--- src/rtl/water_reminder_sched.sv ---
// Reminder scheduler: phase-accumulator emulated-second tick plus countdown/alert/snooze FSM.
// Optional missed-reminder counter is built when REMINDER_MISSED_CNT_EN is defined.
module water_reminder_sched #(
    parameter int unsigned     ACC_W      = 40,
    parameter longint unsigned INC_1X     = 21990,
    parameter longint unsigned INC_60X    = 1319414,
    parameter longint unsigned INC_3600X  = 79164837,
    parameter int unsigned     SNOOZE_SEC = 300,
    parameter int unsigned     MISS_SEC   = 600
) (
    input  logic        clk,
    input  logic        reset,
    input  logic [1:0]  rate_sel,
    input  logic [15:0] interval,
    input  logic        start,
    input  logic        stop,
    input  logic        ack,
    input  logic        snooze,
    output logic        sec_tick,
    output logic [15:0] remaining,
    output logic [1:0]  state,
    output logic        alert,
    output logic [7:0]  missed_cnt
);

    typedef enum logic [1:0] {
        IDLE   = 2'd0,
        COUNT  = 2'd1,
        ALERT  = 2'd2,
        SNOOZE = 2'd3
    } state_t;

    state_t           st;
    logic [ACC_W-1:0] acc;
    logic [ACC_W-1:0] inc;
    logic [ACC_W-1:0] acc_next;

    always_comb begin
        case (rate_sel)
            2'd0:    inc = ACC_W'(INC_1X);
            2'd1:    inc = ACC_W'(INC_60X);
            2'd2:    inc = ACC_W'(INC_3600X);
            default: inc = '0;
        endcase
    end

    assign acc_next = acc + inc;

    // A tick marks the MSB rising; a zero increment can never produce one.
    always_ff @(posedge clk or negedge reset) begin
        if (!reset) begin
            acc      <= '0;
            sec_tick <= 1'b0;
        end else begin
            acc      <= acc_next;
            sec_tick <= ~acc[ACC_W-1] & acc_next[ACC_W-1];
        end
    end

    assign state = st;

`ifdef REMINDER_MISSED_CNT_EN
    logic [15:0] alert_cnt;
`endif

    always_ff @(posedge clk or negedge reset) begin
        if (!reset) begin
            st        <= IDLE;
            remaining <= '0;
            alert     <= 1'b0;
`ifdef REMINDER_MISSED_CNT_EN
            alert_cnt  <= '0;
            missed_cnt <= '0;
`endif
        end else begin
`ifdef REMINDER_MISSED_CNT_EN
            // Cleared everywhere except while resting in ALERT, so every entry starts at 0.
            alert_cnt <= '0;
`endif
            if (stop) begin
                st        <= IDLE;
                remaining <= '0;
                alert     <= 1'b0;
            end else if (start || (ack && (st == ALERT || st == SNOOZE))) begin
                if (interval == 16'd0) begin
                    st        <= ALERT;
                    remaining <= '0;
                    alert     <= 1'b1;
                end else begin
                    st        <= COUNT;
                    remaining <= interval;
                    alert     <= 1'b0;
                end
            end else if (snooze && (st == ALERT || st == SNOOZE)) begin
                st        <= SNOOZE;
                remaining <= 16'(SNOOZE_SEC);
                alert     <= 1'b0;
            end else begin
                case (st)
                    COUNT, SNOOZE: begin
                        if (sec_tick) begin
                            if (remaining <= 16'd1) begin
                                st        <= ALERT;
                                remaining <= '0;
                                alert     <= 1'b1;
                            end else begin
                                remaining <= remaining - 16'd1;
                            end
                        end
                    end
                    ALERT: begin
`ifdef REMINDER_MISSED_CNT_EN
                        // Counter parks at MISS_SEC so the episode is counted only once.
                        alert_cnt <= alert_cnt;
                        if (sec_tick && alert_cnt != 16'(MISS_SEC)) begin
                            alert_cnt <= alert_cnt + 16'd1;
                            if (alert_cnt == 16'(MISS_SEC - 1) && missed_cnt != 8'hFF)
                                missed_cnt <= missed_cnt + 8'd1;
                        end
`endif
                    end
                    default: ;
                endcase
            end
        end
    end

`ifndef REMINDER_MISSED_CNT_EN
    assign missed_cnt = '0;
`endif

endmodule
--- config.mk ---
export PLATFORM = sky130hd
export DESIGN_NAME = water_reminder_sched
export DESIGN_NICKNAME = d
export VERILOG_FILES = /design/src/rtl/water_reminder_sched.sv
export SDC_FILE = /design/constraint.sdc
export NUM_CORES = 1
export LEC_CHECK = 0
export CAP_MARGIN = 15
export CORE_MARGIN = 8
export CORE_UTILIZATION = 40
export DETAILED_ROUTE_END_ITERATION = 10
export SLEW_MARGIN = 15
export SYNTH_ARGS = -nofsm -noshare
export SYNTH_HDL_FRONTEND = slang
export SYNTH_SLANG_ARGS = --single-unit
--- constraint.sdc ---
create_clock -name clk -period 3.33 [get_ports clk]
set_clock_uncertainty 0.05 [all_clocks]
set_input_delay 0.666 -clock clk [delete_from_list [all_inputs] [get_ports clk]]
set_output_delay 0.666 -clock clk [all_outputs]
set_load 0.005 [all_outputs]
==> impl_metrics.csv <==
group,metric,value,unit
global_routing,globalRouteOverflowTotal,0,
power_and_ir_drop,leakagePower,0.00230,uW
sta,worst_slew_pin_slew,760,ps
power_and_ir_drop,powerDensity,724,nW/um2
finish,drive_gt1_share,17.0,%
clock_network,root_buffer,"clkbuf_8",
die,fp.dieH,116,um
outcome,status,"complete, no violations",
sta,timing.final.crit_share,94.2,%
drt,viasPerCell,5.41,
synth,yosysTopAreaCellShare,37.2,%
die,placeableCoreArea,9770,um2
sta,finalSetupViolCount,0,
clock_network,worstSkewPairLatency,340,ps
finish,area_growth_syn_to_layout,27.6,%
synth,yosys_warnings,0,
global_routing,track_usage,15.5,%
die,rows,36,
setup_path,critical_path_class,"in2reg",
sta,slew_violations,0,
sta,timing.setup.tns,0,ps
die,die-area,13600,um2
finish,fin_nets,586,
clock_network,cts_max_level,3,
synth,yosysTopAreaCell,"dfrtp_1",
synth,synth-seq-area-share,37.2,%
sta,max_freq,319,MHz
global_routing,grt_pass1_vias,3495,
power_and_ir_drop,p_int,2270,uW
power_and_ir_drop,p_switching,1450,uW
synth,ys.flop_type,"dfrtp_1",
synth,synthTopCellsByArea,"dfrtp_1, ha_1, xnor2_1",
synth,synth_top_family_by_area,"compound AO/OA/AOI/OAI gates",
setup_path,worstPathRequired,3520,ps
die,start_util,41.3,%
setup_path,cp_max_fo,5,
synth,synth-seq-cells,60,
clock_network,clock-sinks,60,
setup_path,start_kind,"primary input",
global_routing,grt_pass1_wl,16600,um
power_and_ir_drop,power_frac_clock,17.7,%
sta,timing.slew.headroom,49.2,%
power_and_ir_drop,switching_share,39.0,%
drt,avgRoutedWirePerCell,15.0,um
finish,n_antenna_cell,0,
drt,drtIter0Drc,225,
power_and_ir_drop,pwr-share-comb,51.0,%
sta,rsz0062_at_grt,"no",
drt,dr.pass1.iters,5,
synth,avgSynthCellArea,9.17,um2
die,io-pin-count,52,
min_path,hp-class,"in2async",
flow_run,maxCapViolCount,0,
die,fp.dieW,116,um
drt,postRouteWirelength,10100,um
place,hpwl,7570,um
drt,drc_errors,0,
power_and_ir_drop,vdd.ir_drop.worst,0.000426,V
sta,layout_min_cycle_time,3140,ps
setup_path,worst-r2r-setup-slack,1000,ps
synth,yosys.area_share.simple,17.6,%
synth,syn_inst,440,
sta,hold_violations,0,
setup_path,crit-reg2reg-launch,"acc[0]$_DFF_PN0_",
clock_network,clk_path_buf_depth,2,
place,numPortBuffers,43,
clock_network,cts_made_buffers,9,
synth,postSynth.asyncResetShare,100,%
synth,synth_compound_area_share,21.8,%
synth,synth-xor-area-share,9.12,%
clock_network,path_clk_slew,70,ps
global_routing,antenna_found_initial,0,
setup_path,crit_path_end_kind,"register",
finish,n_fill_cell,921,
drt,ant_nets,0,
sta,whs,288,ps
synth,muxShareOfSynthArea,0.496,%
clock_network,cts_tree,"yes",
synth,yosysUniqueCellTypes,66,
power_and_ir_drop,seq_power_share,31.2,%
power_and_ir_drop,total_power,3730,uW
synth,synth.cell_area,4030,um2
setup_path,cp-startpoint,"rate_sel[1]",
synth,synthAdderAreaFrac,8.53,%
place,place_congestion,0.878,
finish,final_util,52.6,%
drt,via_count,3643,
setup_path,cp_data_arrival_time,3320,ps
synth,synth-edff-count,0,
global_routing,grt_start_max_net_pins,48,
-- metrics by stage --
step,setup slack [ps],std cells,instance area [um2]
floorplan,375,447,4060
global placement,-179,658,4950
detailed placement,-190,658,4950
CTS,155,674,5140
global route,11.9,674,5140
finish,194,674,5140
-- power by group through the flow --
stage               logic, uW  clock network, uW  registers [uW]
detailed placement       1900                  0            1170
floorplan                1290                  0            1070
finish                   1900                660            1160
global route             2110                714            1200
CTS                      1910                676            1160
global placement         1870                  0            1170
-- synthesized netlist by cell type, types with 7 or more instances --
cell type,number
nand2_1,30
a22oi_1,9
o21ai_0,28
dfrtp_1,60
nand3_1,15
nor2_1,47
clkbuf_1,10
nor3_1,10
a21o_1,9
xor2_1,11
buf_4,10
xnor2_1,31
inv_1,17
ha_1,25
nor4_1,7
a21oi_1,24
and3_1,11
-- cell usage in the layout (no fill, tap or decap), types with 8 or more instances in the layout --
cell,instances
dfrtp_1,60
buf_4,60
nor2_1,47
clkdlybuf4s50_1,42
xnor2_1,31
nand2_1,30
o21ai_0,27
ha_1,25
a21oi_1,24
inv_1,17
nand3_1,15
and3_1,11
xor2_1,11
nor3_1,10
a21o_1,9
a22oi_1,9
clkbuf_8,9
conb_1,8
-- timing repair --
| item | in CTS | in global routing |
|---|---|---|
| setup endpoints to repair | 0 | 2 |
| hold buffers | 0 | 0 |
| buffers inserted | 0 | 0 |
| gates resized for setup | 0 | 1 |
-- sequential cells by signal, summed over array words and instances, names as in the netlist --
register / cells
acc: 40
alert: 1
remaining: 16
sec_tick: 1
state: 2
-- cell families after synthesis --
group / count (synthesis)
multiplexers: 2
flip-flops: 60
adder cells (fa/ha/maj): 27
AO/OA/AOI/OAI: 126
other: 1
XOR/XNOR: 42
buffers and inverters: 41
AND/OR/NAND/NOR: 141
-- layer usage --
layer  global-route usage [%]  up-vias  share of wire, %  routed length (um)
li1                         -     1769                 -                   -
met1                     19.4     1742                46                4660
met2                     25.5      111                46                4680
met3                     3.57       21               6.2                 624
met4                     5.36        0               1.4                 142
met5                        0        -                 0                   0
-- critical path, stage by stage --
cell	delay (ps)
clkdlybuf4s50_1	540
inv_1	100
ha_1	300
ha_1	330
a21o_1	200
a21oi_1	180
o22ai_1	140
o21ai_2	250
a31oi_4	120
and3_1	200
ha_1	260
inv_1	30
-- final timing paths --
| kind | end | cells after the start |
|---|---|---|
| worst max-delay path | acc[39]$_DFF_PN0_ | 12 |
| worst min-delay path | remaining[2]$_DFFE_PN0P_ | 1 |
| worst max register to register | acc[20]$_DFF_PN0_ | 12 |
| worst min register to register | acc[30]$_DFF_PN0_ | 1 |
| max in group asynchronous | acc[24]$_DFF_PN0_ | 2 |
| min in group clk | acc[30]$_DFF_PN0_ | 1 |
-- layout make-up --
type                            count  area, um2  share of cell area [%]
Clock inverter                      6       65.1                    1.26
Timing Repair Buffer              102        871                    16.9
Multi-Input combinational cell    346       2350                    45.7
Clock buffer                       10        128                    2.48
Sequential cell                    60       1500                    29.2
Tap cell                          133        166                    3.23
Inverter                           17       63.8                    1.24
No activity file was read; power rests on OpenSTA's default activity.
